$ cat config.mk
export PLATFORM = sky130hd
export DESIGN_NAME = fpu_arbiter
export DESIGN_NICKNAME = d
export VERILOG_FILES = /design/src/rtl/fpu_arbiter.sv
export SDC_FILE = /design/constraint.sdc
export NUM_CORES = 1
export LEC_CHECK = 0
export BUFFER_PORTS_ARGS = -buffer_cell sky130_fd_sc_hd__buf_2
export CORE_ASPECT_RATIO = 1.1
export CORE_MARGIN = 10
export CORE_UTILIZATION = 45
export DETAILED_ROUTE_END_ITERATION = 10
export GPL_ROUTABILITY_DRIVEN = 0
export PLACE_DENSITY_LB_ADDON = 0.2
export RECOVER_POWER = 25
export SLEW_MARGIN = 30
export SYNTH_ARGS = -nofsm -noshare
export SYNTH_HDL_FRONTEND = slang
export SYNTH_SLANG_ARGS = --single-unit
$ cat constraint.sdc
create_clock -name clk -period 2.87 [get_ports clk]
set_clock_uncertainty 0.2 [all_clocks]
set_input_delay 0.574 -clock clk [delete_from_list [all_inputs] [get_ports clk]]
set_output_delay 0.574 -clock clk [all_outputs]
set_load 0.01 [all_outputs]
$ cat src/rtl/fpu_arbiter.sv
// fpu_arbiter: two-requester round-robin front end for a single shared FPU.
// Only one operation is in flight at a time. The op fields are latched at grant,
// held toward the FPU, and the result (or a timeout error) is presented with the
// requester id and tag until the consumer takes it.
module fpu_arbiter #(
    parameter int LEN_WORD  = 32,
    parameter int LEN_FUNC3 = 3,
    parameter int LEN_FUNC7 = 7,
    parameter int LEN_TAG   = 5,
    parameter int TIMEOUT   = 255
) (
    input  logic                 clk,
    input  logic                 rstn,
    input  logic                 req0_valid,
    input  logic [LEN_FUNC3-1:0] req0_func3,
    input  logic [LEN_FUNC7-1:0] req0_func7,
    input  logic [LEN_WORD-1:0]  req0_rs1,
    input  logic [LEN_WORD-1:0]  req0_rs2,
    input  logic [LEN_TAG-1:0]   req0_tag,
    output logic                 req0_ready,
    input  logic                 req1_valid,
    input  logic [LEN_FUNC3-1:0] req1_func3,
    input  logic [LEN_FUNC7-1:0] req1_func7,
    input  logic [LEN_WORD-1:0]  req1_rs1,
    input  logic [LEN_WORD-1:0]  req1_rs2,
    input  logic [LEN_TAG-1:0]   req1_tag,
    output logic                 req1_ready,
    output logic                 fpu_order,
    output logic [LEN_FUNC3-1:0] fpu_func3,
    output logic [LEN_FUNC7-1:0] fpu_func7,
    output logic [LEN_WORD-1:0]  fpu_rs1,
    output logic [LEN_WORD-1:0]  fpu_rs2,
    input  logic                 fpu_accepted,
    input  logic                 fpu_calculated,
    input  logic [LEN_WORD-1:0]  fpu_rd,
    output logic                 resp_valid,
    input  logic                 resp_ready,
    output logic                 resp_id,
    output logic [LEN_TAG-1:0]   resp_tag,
    output logic [LEN_WORD-1:0]  resp_data,
    output logic                 resp_err,
    output logic                 busy
);

    typedef enum logic [1:0] {IDLE, ISSUE, WAIT, RESP} state_t;

    typedef struct packed {
        logic [LEN_FUNC3-1:0] func3;
        logic [LEN_FUNC7-1:0] func7;
        logic [LEN_WORD-1:0]  rs1;
        logic [LEN_WORD-1:0]  rs2;
        logic [LEN_TAG-1:0]   tag;
    } req_t;

    // Last WAIT count value before giving up; the counter starts at 0 on entry,
    // so this yields exactly TIMEOUT WAIT cycles.
    localparam logic [15:0] TO_LAST = 16'(TIMEOUT - 1);

    state_t         state, state_nxt;
    logic [15:0]    cnt;
    logic           last_grant;
    logic           gnt0, gnt1, take;
    req_t           req0_s, req1_s, req_sel, op_q;
    logic           id_q, err_q;
    logic [LEN_WORD-1:0] data_q;

    assign req0_s  = '{func3: req0_func3, func7: req0_func7, rs1: req0_rs1, rs2: req0_rs2, tag: req0_tag};
    assign req1_s  = '{func3: req1_func3, func7: req1_func7, rs1: req1_rs1, rs2: req1_rs2, tag: req1_tag};
    assign req_sel = gnt1 ? req1_s : req0_s;
    assign take    = gnt0 | gnt1;

    // Grant in IDLE only; on contention the requester that did not win last time wins.
    // Gated with rstn so ready stays low while reset is held.
    always_comb begin
        gnt0 = 1'b0;
        gnt1 = 1'b0;
        if (state == IDLE && rstn) begin
            if (req0_valid && req1_valid) begin
                gnt0 = last_grant;
                gnt1 = ~last_grant;
            end else begin
                gnt0 = req0_valid;
                gnt1 = req1_valid;
            end
        end
    end

    // State register.
    always_ff @(posedge clk or negedge rstn) begin
        if (!rstn) state <= IDLE;
        else       state <= state_nxt;
    end

    // Next-state logic; FPU handshake inputs only matter in ISSUE and WAIT.
    always_comb begin
        state_nxt = state;
        unique case (state)
            IDLE:  if (take) state_nxt = ISSUE;
            ISSUE: if (fpu_accepted) state_nxt = fpu_calculated ? RESP : WAIT;
            WAIT:  if (fpu_calculated || cnt == TO_LAST) state_nxt = RESP;
            RESP:  if (resp_ready) state_nxt = IDLE;
            default: state_nxt = IDLE;
        endcase
    end

    // Operation latch, round-robin history, WAIT counter and response registers.
    always_ff @(posedge clk or negedge rstn) begin
        if (!rstn) begin
            op_q       <= '0;
            id_q       <= 1'b0;
            last_grant <= 1'b1;
            data_q     <= '0;
            err_q      <= 1'b0;
            cnt        <= '0;
        end else begin
            unique case (state)
                IDLE: if (take) begin
                    op_q       <= req_sel;
                    id_q       <= gnt1;
                    last_grant <= gnt1;
                    data_q     <= '0;
                    err_q      <= 1'b0;
                end
                ISSUE: if (fpu_accepted) begin
                    if (fpu_calculated) begin
                        data_q <= fpu_rd;
                        err_q  <= 1'b0;
                    end else begin
                        cnt <= '0;
                    end
                end
                WAIT: begin
                    // A result arriving on the last allowed cycle still wins over timeout.
                    if (fpu_calculated) begin
                        data_q <= fpu_rd;
                        err_q  <= 1'b0;
                    end else if (cnt == TO_LAST) begin
                        data_q <= '0;
                        err_q  <= 1'b1;
                    end else begin
                        cnt <= cnt + 16'd1;
                    end
                end
                default: ;
            endcase
        end
    end

    assign req0_ready = gnt0;
    assign req1_ready = gnt1;
    assign fpu_order  = (state == ISSUE);
    assign fpu_func3  = op_q.func3;
    assign fpu_func7  = op_q.func7;
    assign fpu_rs1    = op_q.rs1;
    assign fpu_rs2    = op_q.rs2;
    assign resp_valid = (state == RESP);
    assign resp_id    = id_q;
    assign resp_tag   = op_q.tag;
    assign resp_data  = data_q;
    assign resp_err   = err_q;
    assign busy       = (state != IDLE);

endmodule

# ---- Word level (Yosys, flattened, before mapping)
# Index checks and enable logic that the tools add are counted.
dict set report op_classes {
  bitwise_logic 2
  magnitude_cmp 0
  addsub 1
  n_eq_ne 13
  n_reduce_logical 11
  shift 0
  n_mux 28
  div 0
  multipliers 0
}
# operator count
set op_table {}
lappend op_table {{2-to-1 mux 32 bit} 5}
lappend op_table {{one-hot mux 32 bit (3 select lines)} 1}
lappend op_table {{2-to-1 mux 79 bit} 1}
lappend op_table {{2-to-1 mux 16 bit} 4}
lappend op_table {{one-hot mux 16 bit (2 select lines)} 1}
lappend op_table {{adder 16 x 1 -> 16 bit (second input constant)} 1}
lappend op_table {{== test 16 x 8 -> 1 bit (second input constant)} 1}
lappend op_table {{2-to-1 mux 1 bit} 10}
lappend op_table {{!= test 2 bit (second input constant)} 5}
lappend op_table {{AND reduction 5 bit} 2}
lappend op_table {{2-to-1 mux 2 bit} 4}
lappend op_table {{one-hot mux 2 bit (4 select lines)} 1}
lappend op_table {{!= test 2 x 1 -> 1 bit (second input constant)} 3}
lappend op_table {{== test 2 bit (second input constant)} 2}
lappend op_table {{AND reduction 4 bit} 1}
lappend op_table {{nonzero test 2 bit} 2}
lappend op_table {{!= test 3 bit (second input constant)} 1}
lappend op_table {{one-hot mux 1 bit (3 select lines)} 1}
lappend op_table {{nonzero test 3 bit} 1}
lappend op_table {{== test 2 x 1 -> 1 bit (second input constant)} 1}
lappend op_table {{logical AND 1 bit} 2}
lappend op_table {{zero test 2 bit} 1}
lappend op_table {{AND reduction 2 bit} 1}
lappend op_table {{logical OR 1 bit} 1}
lappend op_table {{2 further kinds} 2}
dict set report totals {
  register_bits 132
  romBits 0
  n_memories 0
  elab_cells 66
  inputBits 197
  latch_bits 0
  mem_bits_rw 0
}

# ---- Depth between registers and ports, before layout
dict set report logic_depth {
  depth_word 6
  mapped_depth 9
  depth_no_buf 6
}

# ---- Worst setup path before layout
# No wires, ideal clock.
dict set report synth_path {
  path_type {register -> output}
  from {register state[0]}
  to {output req1_ready}
  arrival_ps 1477
  path_slack_ps 619
  required_ps 2096
  stages_incl_launch_ff 8
  path_cell_list {dfrtp_1 > inv_1 > ha_1 > nand3_1 > a21o_1 > clkbuf_1 > buf_2 > inv_1}
}
dict set report synth_between {
  elab_chain_cells 3
}
# element line
set synth_lines {}
lappend synth_lines {{start: declaration} 59} ;# state_t state, state_nxt;
lappend synth_lines {{start signal: assignment} 91} ;# else state <= state_nxt;
lappend synth_lines {{zero test 2 bit} 77} ;# if (state == IDLE && rstn) begin
lappend synth_lines {{logical AND 1 bit} 77}
lappend synth_lines {{2-to-1 mux 1 bit} 77}
lappend synth_lines {{end: declaration} 27} ;# output logic req1_ready,
# Every way passes these cells.

# ---- Worst setup path after layout
# Ends and elaborated chain as after synthesis.

==> run_results.csv <==
group,metric,value,unit
status,violations,"capacitance limit, slew limit",
routing,first_pass_iters,4,
critical_path,cp_data_arrival_time,1.88,ns
timing,final-hold-violation-count,0,
timing,drv_slew,134,
yosys,ys_warn_count,0,
timing,max_freq,377,MHz
timing,fin_setup_tns,0,ns
global_routing,gr-total-overflow,0,
layout,final_cell_mix,"313 x buf_2, 131 x dfrtp_1, 125 x nand2_1",
clocking,clock-root-buffer,"clkbuf_16",
status,status,"complete, but fails checks",
routing,vias_per_cell,4.85,
yosys,synthCells,638,
critical_path,cp-end-kind,"output pin",
floorplanning,die-area,0.0194,mm2
power_and_ir_drop,p_clk_share,24.9,%
placement,hpwl,15800,um
yosys,synth.distinct_cells,45,
routing,vias,5544,
global_routing,grt_max_degree,81,
power_and_ir_drop,switching_share,37.3,%
routing,avgRoutedWirePerCell,17.5,um
clocking,clkLatencyLatePin,0.41,ns
critical_path,cp_cell_sequence,"inv_1, ha_2, nand3_1, a21o_4, inv_1, buf_2",
routing,wl,20000,um
floorplanning,core,0.0139,mm2
power_and_ir_drop,switching_power,0.00327,W
power_and_ir_drop,power_density,996,mW/mm2
clocking,cts_made_buffers,17,
layout,drive_gt1_share,38.4,%
layout,layout.cells.non_filler,1142,
layout,diodes,0,
power_and_ir_drop,ir_drop,0.574,mV
job,maxCapViolCount,2,
global_routing,grt_pass1_wl,31700,um
yosys,synth_seq_cells,132,
global_routing,grt_pass1_vias,5925,
floorplanning,die_y,145,um
timing,period_needed,2.65,ns
layout,syn2layout_area_growth,36.8,%
critical_path,cp_max_fo,17,
clocking,cts_tree,"built",
timing,setup_viol,0,
clocking,htreeDepth,4,
timing,period_share,92.4,%
power_and_ir_drop,combinationalPowerShare,39.7,%
power_and_ir_drop,p_seq_share,35.4,%
clocking,clk_pin_slew,0.06,ns
critical_path,regToRegSetupSlack,0.48,ns
power_and_ir_drop,internal-power,0.00548,W
critical_path,slowest_delay,0.40,ns
power_and_ir_drop,total_power,0.00875,W
critical_path,slowest_stage,"dfrtp_1",
timing,rsz0062_at_grt,"no",
global_routing,grtUsageTotal,20.2,%
floorplanning,ios,315,
yosys,synth_nets,842,
floorplanning,num_rows,45,
layout,nets,1146,
clocking,clkSinkCount,132,
critical_path,critPathKind,"reg2out",
floorplanning,initial_core_util,46.1,%
yosys,yosysSeqAreaShare,51.5,%
clocking,post_cts_buffers,0,
placement,placedCellCount,1111,
routing,first_iter_violations,250,
critical_path,required,2.10,ns
critical_path,cpMostUsedCell,"inv_1",
global_routing,antenna_found_initial,2,
layout,final_common_cell,"buf_2",
routing,drc,0,
critical_path,start_kind,"register",
routing,ant_nets,0,
placement,io_buffers,314,
timing,worst_slew_pin_slew,1.68,ns
yosys,synth_area_per_cell,10.1,um2
power_and_ir_drop,p_leak,5.06,nW
floorplanning,die_x,134,um
clocking,clock_tree.buffer_depth,2,
yosys,netlist_area,0.00641,mm2
timing,maxSlewHeadroom,-12.3,%
hold_path,hold_path_class,"in2reg",
[synth_stat cells (all sizes together)]
cell     number  area [um2]
nor4          4        40.0
a2111oi       1        8.76
o211ai        5        37.5
nor2b         4        25.0
o31ai         1        7.51
a211oi        1        7.51
nor2          7        26.3
a21oi         5        36.3
nand2b        4        25.0
o22a          1        8.76
or3           2        12.5
a21boi        2        15.0
nor3          7        35.0
nand2       125         469
mux2i       111        1110
a211o         2        17.5
nand3b        1        7.51
a22oi         1        7.51
and4          4        35.0
inv          43         161
a221o         1        10.0
dfrtp       131        3280
nand4         5        37.5
o221ai        2        17.5
a21o          2        15.0
nor4b         1        8.76
ha            7        87.6
a31oi        10        62.6
and4b         1        10.0
buf          23         129
mux2          4        45.0
o21ai        88         444
nand4b        1        8.76
clkbuf       17        63.8
dfstp         1        26.3
nand3        10        50.1
a22o          3        26.3
[layer usage]
metal  GRT usage [%]  wire length (um)
met1            22.5              7720
met2            34.1             10100
met3            9.28              1850
met4            5.66               259
met5               0                13
[sequential cells by signal, summed over array words and instances (netlist names)]
name / count
resp_tag: 5
fpu_rs2: 32
fpu_func3: 3
fpu_func7: 7
cnt: 16
resp_data: 32
resp_err: 1
last_grant: 1
state: 2
resp_id: 1
fpu_rs1: 32
[final timing paths]
check                       startpoint       endpoint  cells past startpoint
max reg2reg                   state[1]        cnt[14]                      7
max                           state[0]     req1_ready                      6
max in group asynchronous         rstn     fpu_rs2[2]                      2
min                         fpu_rd[24]  resp_data[24]                      3
min reg2reg                fpu_rs1[11]    fpu_rs1[11]                      2
min in group asynchronous         rstn    resp_tag[1]                      2
[critical path: cells and delay by family, from the launching register on]
kind	cells	cell delay, ns
and+or+nand+nor	1	0.12
AOI/OAI and AO/OA	1	0.31
adders and majority gates	1	0.27
buffers and inverters	3	0.36
DFF	1	0.40
[power by group through the flow]
| stage | registers [W] | clock network [W] | logic, W |
|---|---|---|---|
| after CTS | 0.00310 | 0.00223 | 0.00355 |
| after global routing | 0.00320 | 0.00233 | 0.00387 |
| after detailed placement | 0.00311 | 0 | 0.00355 |
| after floorplan | 0.00339 | 0 | 0.00178 |
| final | 0.00310 | 0.00218 | 0.00347 |
| after global placement | 0.00309 | 0 | 0.00349 |
[through the flow]
step                      utilization [%]  hold WS, ns  cell area, um2  worst slack [ns]
final                                63.1        0.204            8780             0.219
after floorplan                         -       0.0784            6410             0.619
after global placement               58.9        0.256            8190             0.591
after CTS                            63.2        0.184            8790             0.133
after global routing                 63.1        0.184            8780            0.0644
after detailed placement             58.9        0.265            8190             0.504
[final cells by class]
class                      instances  area, um2
fill                            1236       5130
inverter                          43        161
sequential                       132       3300
clock inverter                    13        159
multi-input combinational        423       2770
timing repair buffer             325       1710
tap                              188        235
clock buffer                      18        439
[what timing repair did]
item | 4_1_cts | 5_1_grt
resized for setup | 0 | 1
hold buffers | 0 | 0
setup endpoints to repair | 0 | 1
[logic make-up after synthesis]
logic type	Yosys count	synth area share, %
adders and majority gates	7	1.37
muxes	115	18.0
DFF	132	51.5
buffers and inverters	83	5.52
AOI/OAI and AO/OA	125	11.3
and+or+nand+nor	176	12.3
No activity file was read; power rests on OpenSTA's default activity.
